--- config.mk ---
export PLATFORM = sky130hd
export DESIGN_NAME = apb_servo_array
export DESIGN_NICKNAME = d
export VERILOG_FILES = /design/src/rtl/servo_pkg.sv /design/src/rtl/servo_slew_channel.sv /design/src/rtl/apb_servo_array.sv
export SDC_FILE = /design/constraint.sdc
export NUM_CORES = 1
export LEC_CHECK = 0
export BUFFER_PORTS_ARGS = -buffer_cell sky130_fd_sc_hd__buf_2
export CAP_MARGIN = 20
export CORE_ASPECT_RATIO = 1.25
export CORE_MARGIN = 2
export CORE_UTILIZATION = 27
export DETAILED_ROUTE_END_ITERATION = 16
export RECOVER_POWER = 50
export SLEW_MARGIN = 20
export SYNTH_ARGS = -nofsm -noshare
export SYNTH_HDL_FRONTEND = slang
export SYNTH_SLANG_ARGS = --single-unit
--- constraint.sdc ---
create_clock -name PCLK -period 21.3 [get_ports PCLK]
set_input_delay 1.065 -clock PCLK [delete_from_list [all_inputs] [get_ports PCLK]]
set_output_delay 1.065 -clock PCLK [all_outputs]
set_load 0.03 [all_outputs]
--- src/rtl/servo_pkg.sv ---
// Shared register offsets, the target clamp, and the parameter sanity check
// for the APB servo PWM array.
package servo_pkg;

    localparam logic [7:0] OFF_CTRL        = 8'h00;
    localparam logic [7:0] OFF_STEP        = 8'h04;
    localparam logic [7:0] OFF_STATUS      = 8'h08;
    localparam logic [7:0] OFF_TARGET_BASE = 8'h20;
    localparam logic [7:0] OFF_ACTIVE_BASE = 8'h40;
    localparam int         MAX_CH          = 8;

    function automatic logic [31:0] clamp(
        input logic [31:0] v,
        input logic [31:0] lo,
        input logic [31:0] hi
    );
        if (v < lo) begin
            return lo;
        end
        if (v > hi) begin
            return hi;
        end
        return v;
    endfunction

    // Pulse window must sit strictly inside one period, and the period
    // must be countable in the counter width.
    function automatic bit params_ok(
        input int nch,
        input int cnt_w,
        input int period,
        input int pmin,
        input int pmax,
        input int preset
    );
        return (nch >= 1) && (nch <= MAX_CH) && (cnt_w >= 2) && (cnt_w <= 31) &&
               (pmin <= preset) && (preset <= pmax) && (pmax < period) &&
               (period <= (1 << cnt_w));
    endfunction

endpackage

--- src/rtl/servo_slew_channel.sv ---
// One servo channel: active width register stepped toward the target at each
// period wrap, and the registered pulse compare against the shared counter.
module servo_slew_channel #(
    parameter int CNT_W       = 21,
    parameter int PULSE_RESET = 150000
) (
    input  logic             i_clk,
    input  logic             i_rst_n,
    input  logic             i_en,
    input  logic             i_wrap,
    input  logic [CNT_W-1:0] i_cnt,
    input  logic [CNT_W-1:0] i_step,
    input  logic [CNT_W-1:0] i_target,
    output logic [CNT_W-1:0] o_active,
    output logic             o_pwm
);

    logic [CNT_W-1:0] r_active;
    logic             r_pwm;

    logic [CNT_W:0]   w_tgt_x;
    logic [CNT_W:0]   w_act_x;
    logic [CNT_W:0]   w_step_x;
    logic [CNT_W:0]   w_diff;
    logic [CNT_W:0]   w_delta;
    logic [CNT_W-1:0] w_next;
    logic             w_up;

    // One extra bit so the distance and the step can never wrap.
    assign w_tgt_x  = {1'b0, i_target};
    assign w_act_x  = {1'b0, r_active};
    assign w_step_x = {1'b0, i_step};
    assign w_up     = w_tgt_x > w_act_x;
    assign w_diff   = w_up ? (w_tgt_x - w_act_x) : (w_act_x - w_tgt_x);
    assign w_delta  = ((i_step == '0) || (w_step_x >= w_diff)) ? w_diff : w_step_x;
    assign w_next   = CNT_W'(w_up ? (w_act_x + w_delta) : (w_act_x - w_delta));

    always_ff @(posedge i_clk) begin
        if (!i_rst_n) begin
            r_active <= CNT_W'(PULSE_RESET);
            r_pwm    <= 1'b0;
        end else begin
            if (i_wrap) begin
                r_active <= w_next;
            end
            r_pwm <= i_en && (i_cnt < r_active);
        end
    end

    assign o_active = r_active;
    assign o_pwm    = r_pwm;

endmodule

--- src/rtl/apb_servo_array.sv ---
// APB3 slave driving NUM_CH servo PWM outputs from one shared period counter,
// with clamped targets, wrap-synchronous updates and optional slew limiting.
module apb_servo_array
    import servo_pkg::*;
#(
    parameter int NUM_CH      = 2,
    parameter int CNT_W       = 21,
    parameter int PWM_PERIOD  = 2000000,
    parameter int PULSE_MIN   = 100000,
    parameter int PULSE_MAX   = 200000,
    parameter int PULSE_RESET = 150000
) (
    input  logic              PCLK,
    input  logic              PRESERN,
    input  logic              PSEL,
    input  logic              PENABLE,
    input  logic              PWRITE,
    input  logic [31:0]       PADDR,
    input  logic [31:0]       PWDATA,
    output logic [31:0]       PRDATA,
    output logic              PREADY,
    output logic              PSLVERR,
    output logic [NUM_CH-1:0] servo_pwm
);

    if (!params_ok(NUM_CH, CNT_W, PWM_PERIOD, PULSE_MIN, PULSE_MAX, PULSE_RESET)) begin : g_bad_params
        $fatal(1, "apb_servo_array: need 1<=NUM_CH<=8 and PULSE_MIN<=PULSE_RESET<=PULSE_MAX<PWM_PERIOD");
    end

    logic [7:0]       w_off;
    logic [2:0]       w_idx;
    logic             w_aligned;
    logic             w_idx_ok;
    logic             w_is_ctrl;
    logic             w_is_step;
    logic             w_is_status;
    logic             w_is_target;
    logic             w_is_active;
    logic             w_err;
    logic             w_wr;
    logic             w_wrap;
    logic             w_unused_addr;
    logic [CNT_W-1:0] w_clamped;
    logic [31:0]      w_rdata;
    logic [NUM_CH-1:0] w_status;
    logic [CNT_W-1:0] w_target [NUM_CH];
    logic [CNT_W-1:0] w_active [NUM_CH];

    logic             r_en;
    logic [CNT_W-1:0] r_step;
    logic [CNT_W-1:0] r_cnt;

    assign w_off         = PADDR[7:0];
    assign w_idx         = w_off[4:2];
    assign w_unused_addr = ^PADDR[31:8];
    assign w_aligned     = (w_off[1:0] == 2'b00);
    assign w_idx_ok      = ({1'b0, w_idx} < 4'(NUM_CH));
    assign w_is_ctrl     = (w_off == OFF_CTRL);
    assign w_is_step     = (w_off == OFF_STEP);
    assign w_is_status   = (w_off == OFF_STATUS);
    assign w_is_target   = w_aligned && w_idx_ok && (w_off[7:5] == OFF_TARGET_BASE[7:5]);
    assign w_is_active   = w_aligned && w_idx_ok && (w_off[7:5] == OFF_ACTIVE_BASE[7:5]);

    // STATUS and ACTIVE are read-only, so they are errors only for writes.
    assign w_err   = PWRITE ? !(w_is_ctrl || w_is_step || w_is_target)
                            : !(w_is_ctrl || w_is_step || w_is_status || w_is_target || w_is_active);
    assign w_wr    = PSEL && PENABLE && PWRITE && !w_err;
    assign PSLVERR = PSEL && PENABLE && w_err;
    assign PREADY  = 1'b1;

    assign w_clamped = CNT_W'(clamp(PWDATA, 32'(PULSE_MIN), 32'(PULSE_MAX)));

    always_ff @(posedge PCLK) begin
        if (!PRESERN) begin
            r_en   <= 1'b0;
            r_step <= '0;
        end else begin
            if (w_wr && w_is_ctrl) begin
                r_en <= PWDATA[0];
            end
            if (w_wr && w_is_step) begin
                r_step <= PWDATA[CNT_W-1:0];
            end
        end
    end

    assign w_wrap = r_en && (r_cnt == CNT_W'(PWM_PERIOD - 1));

    always_ff @(posedge PCLK) begin
        if (!PRESERN) begin
            r_cnt <= '0;
        end else if (!r_en || w_wrap) begin
            r_cnt <= '0;
        end else begin
            r_cnt <= r_cnt + CNT_W'(1);
        end
    end

    for (genvar gi = 0; gi < NUM_CH; gi++) begin : g_ch
        logic [CNT_W-1:0] r_target;

        always_ff @(posedge PCLK) begin
            if (!PRESERN) begin
                r_target <= CNT_W'(PULSE_RESET);
            end else if (w_wr && w_is_target && (w_idx == 3'(gi))) begin
                r_target <= w_clamped;
            end
        end

        servo_slew_channel #(
            .CNT_W       (CNT_W),
            .PULSE_RESET (PULSE_RESET)
        ) u_ch (
            .i_clk    (PCLK),
            .i_rst_n  (PRESERN),
            .i_en     (r_en),
            .i_wrap   (w_wrap),
            .i_cnt    (r_cnt),
            .i_step   (r_step),
            .i_target (r_target),
            .o_active (w_active[gi]),
            .o_pwm    (servo_pwm[gi])
        );

        assign w_target[gi] = r_target;
        assign w_status[gi] = (w_active[gi] != r_target);
    end

    always_comb begin
        w_rdata = '0;
        if (PSEL && !w_err) begin
            if (w_is_ctrl) begin
                w_rdata[0] = r_en;
            end else if (w_is_step) begin
                w_rdata[CNT_W-1:0] = r_step;
            end else if (w_is_status) begin
                w_rdata[NUM_CH-1:0] = w_status;
            end else begin
                for (int i = 0; i < NUM_CH; i++) begin
                    if (w_idx == 3'(i)) begin
                        w_rdata[CNT_W-1:0] = w_is_target ? w_target[i] : w_active[i];
                    end
                end
            end
        end
    end

    assign PRDATA = w_rdata;

endmodule

==> results by group <==
Clock tree
  • Total CTS buffers: 17
  • H-tree lvl count: 4
  • CTS Root Cell: clkbuf_16
  • Reg clk slew, reported paths: 0.07 ns
  • Skew-Pair Late Insertion Delay: 0.46 ns
  • Hold-fix buffers at CTS: 0
  • Clock sink count: 129
  • Clock Path Buffers: 2
  • CTS tree: built
  • # Post-CTS Setup Buffers: 0
  • PostCTS Resize Cnt: 0

Synth
  • Post-synthesis cell type count: 83
  • Cells after Synth: 2,212
  • Post-synth EDFFs: 0
  • Async SR Flop Fraction: 0%
  • Mapped cell area: 15,800 sq um
  • Synthesis-stage register bit count: around 130
  • Post-synthesis sequential area ratio: 16.3%
  • Mean Syn Cell Area: ~7 sq um
  • Synth Flop Type: dfxtp_1
  • Synth warnings: 0

Placement
  • DP Wirelength: 45,900 microns
  • Port-buffer cells: 68
  • Final Wtd Congestion: 0.929
  • Placed insts: ~2,900
  • Placement-stage worst setup slack: 9.91 ns

GRT
  • Initial antenna violation count: 2
  • Met2 global-route usage: 32.4%
  • Vias in the first global route: 15,300
  • GR peak layer: met2
  • Total gr overflow: 0
  • Met3 Track Usage GR: 1.59%
  • Global-route wire length before repair: 87,600 microns
  • Largest net degree at the start of global routing: 89
  • M1 GR Usage: 23.5%
  • GRT Total Usage: 18.8%

Power and ir drop
  • Comb power frac: 4.6%
  • Switching portion of total power: about 28%
  • Internal: 0.404 mW
  • IR drop worst, VDD: 51.9 uV
  • Switching Power: about 0.16 mW
  • Clock Power Share: 52.4%
  • Sequential power share: 42.9%
  • Power Density: approximately 32 nW/um^2
  • Leakage power: 8.02 nW

STA
  • Setup TNS: 0 ns
  • Worst setup margin: 9.65 ns
  • F_max: 0.0858 GHz
  • Tmin final: 11.65 ns
  • Final Hold Fails: 0
  • Unrepaired setup endpoints after global routing: false
  • Rel. slew slack: -165%
  • Tcrit/Tclk final: 54.7%
  • Worst Max-Slew Pin Slew: 3.98 ns
  • Final setup vio count: 0
  • Clock skew: 0.0148 ns
  • Max-slew violation count: slightly below 200

Setup path
  • Crit path max fanout: 37
  • Max stage delay on crit path: 0.86 ns
  • CP Launch Type: flop
  • Slowest cell on crit path: a2111oi_0
  • Worst Setup End Kind: flop
  • Setup Crit Path Kind: reg -> reg
  • Req. time, crit path: between 20 and 25 ns
  • Critical Path AT: 12.02 ns

Floorplanning
  • Placeable core area: 58,200 sq um
  • Die Y: 275 microns
  • Cell Rows: 99
  • Initial Util: 27.2%
  • Die ar.: between 60,000 and 70,000 sq um
  • Num ports: 105
  • DIE WIDTH: 221 microns

Cells and area
  • Multi-input logic area: 12,200 sq um
  • Flip-flop and latch area: 2580 sq um
  • Final Instance Count excl. Fillers: 2,976
  • Number of fill cells in the layout: 6,400
  • Nets: 2,487
  • Layout area overhead: 9.36%
  • Layout Utilization: 29.7%
  • Share of post-route cells with drive strength above 1: 7.30%

Outcome
  • Failing checks: capacitance limit, slew limit
  • Status: complete, but fails checks

Drt
  • Routed vias/inst: 5.37
  • Vias: 16,000
  • Post-route ant nets: 0
  • Final Routed Wirelength: between 50,000 and 60,000 microns
  • DR DRC count: 0
  • WL per Instance: 19.3 microns
  • Starting DRT DRC Count: 1,030
  • Drt pass-1 iters: 5

Min path
  • Hold WC Path Type: reg -> reg

Run
  • MaxCap Viol Count: 4
cell usage after synthesis (7+ instances only):
master,number,share of area [%]
mux2_2,12,0.85
o22ai_1,21,0.83
and3_1,26,1.0
or4_1,7,0.33
buf_2,14,0.44
o311ai_0,7,0.39
xor2_1,55,3.0
nand2_1,253,6.0
a21o_1,64,3.0
nand4_1,26,1.0
o31ai_1,11,0.52
nand2b_1,15,0.59
a31oi_1,19,0.75
nor3_1,53,1.7
nor4_1,14,0.55
mux2i_1,19,1.2
nand3_1,66,2.1
ha_1,207,16
xnor2_1,62,3.4
or2_2,10,0.40
buf_4,18,0.85
a2111oi_0,7,0.39
o211ai_1,49,2.3
o21ai_0,125,4.0
o21a_1,13,0.62
dfxtp_1,129,16
nor2_1,216,5.1
a21oi_1,184,5.8
inv_1,156,3.7
a211o_1,7,0.39
a211oi_1,16,0.76
clkbuf_1,84,2.0
and2_1,21,0.83
or3_1,24,0.95
a21boi_0,45,2.1
o211a_1,14,0.88
nor2b_1,11,0.43
final cells by class:
type                       count  area share (%)
clock inverter                15           0.788
inverter                     156            3.38
multi-input combinational   1814            70.3
sequential                   129            14.9
clock buffer                  17            2.46
tap                          757            5.47
timing repair buffer          87            2.69
antenna                        1          0.0145
state kept, by name (all words and copies together) (netlist names):
register	flops
g_ch.r_target	42
g_ch.u_ch.o_active	42
r_cnt	21
r_step	21
g_ch.u_ch.o_pwm	2
r_en	1
placed cells by master (no fill, tap or decap), types with 63 or more instances in the layout:
master / instances
inv_1: 156
ha_1: 207
a21o_1: 64
nand2_1: 251
a21oi_1: 184
nand3_1: 66
nor2_1: 213
o21ai_0: 125
dfxtp_1: 129
buf_2: 63
path summary, 6_finish.rpt:
kind                                    startpoint                                endpoint  slack [ns]  cells past startpoint
max          g_ch[1].u_ch.o_active[0]$_SDFFE_PN0P_  g_ch[1].u_ch.o_active[20]$_SDFFE_PN0P_        9.65                     39
min               g_ch[1].r_target[2]$_SDFFE_PN0P_        g_ch[1].r_target[2]$_SDFFE_PN0P_        0.49                      2
max reg2reg  g_ch[1].u_ch.o_active[0]$_SDFFE_PN0P_  g_ch[1].u_ch.o_active[20]$_SDFFE_PN0P_        9.65                     39
min reg2reg       g_ch[1].r_target[2]$_SDFFE_PN0P_        g_ch[1].r_target[2]$_SDFFE_PN0P_        0.49                      2
worst max-delay path, delay by kind of cell (launching register included):
family          cells  cell delay (ns)
simple gates       14             2.95
buf+inv             1             0.39
compound gates     15             5.22
flops               1             0.42
mux                 2             0.55
fa+ha+maj           5             1.33
xor+xnor            2             0.67
per-stage QoR:
stage | hold slack (ns) | cell area, sq um | power [mW]
finish | 0.491 | 17300 | 0.561
global route | 0.515 | 17300 | 0.581
CTS | 0.495 | 17300 | 0.568
detailed placement | 0.484 | 16800 | 0.272
global placement | 0.478 | 16800 | 0.272
floorplan | 0.451 | 15900 | 0.262
power by group through the flow:
stage / registers (mW) / logic, mW / clock network (mW)
floorplan: 0.247 / 0.0158 / 0
global placement: 0.247 / 0.0252 / 0
detailed placement: 0.247 / 0.0253 / 0
CTS: 0.241 / 0.0253 / 0.302
global route: 0.241 / 0.0278 / 0.312
finish: 0.241 / 0.0261 / 0.294
layer usage:
layer	vias to the layer above	share of wire, %	routed length, microns
met4	0	5.0	2860
met3	121	4.7	2720
met5	-	0	0
met1	7505	43	24700
met2	492	47	27200
li1	7876	-	-
cells by family (layout without fill, tap and decap cells):
kind of cell    count (synthesis)  count (layout)  synth area share (%)
compound gates                666             666                  27.9
xor+xnor                      117             117                  6.47
fa+ha+maj                     214             214                  17.2
buf+inv                       279             275                  7.20
flops                         129             129                  16.3
mux                            31              31                  2.05
other cells                     2              13                0.0474
simple gates                  774             774                  22.8
No activity file was read; power rests on OpenSTA's default activity.
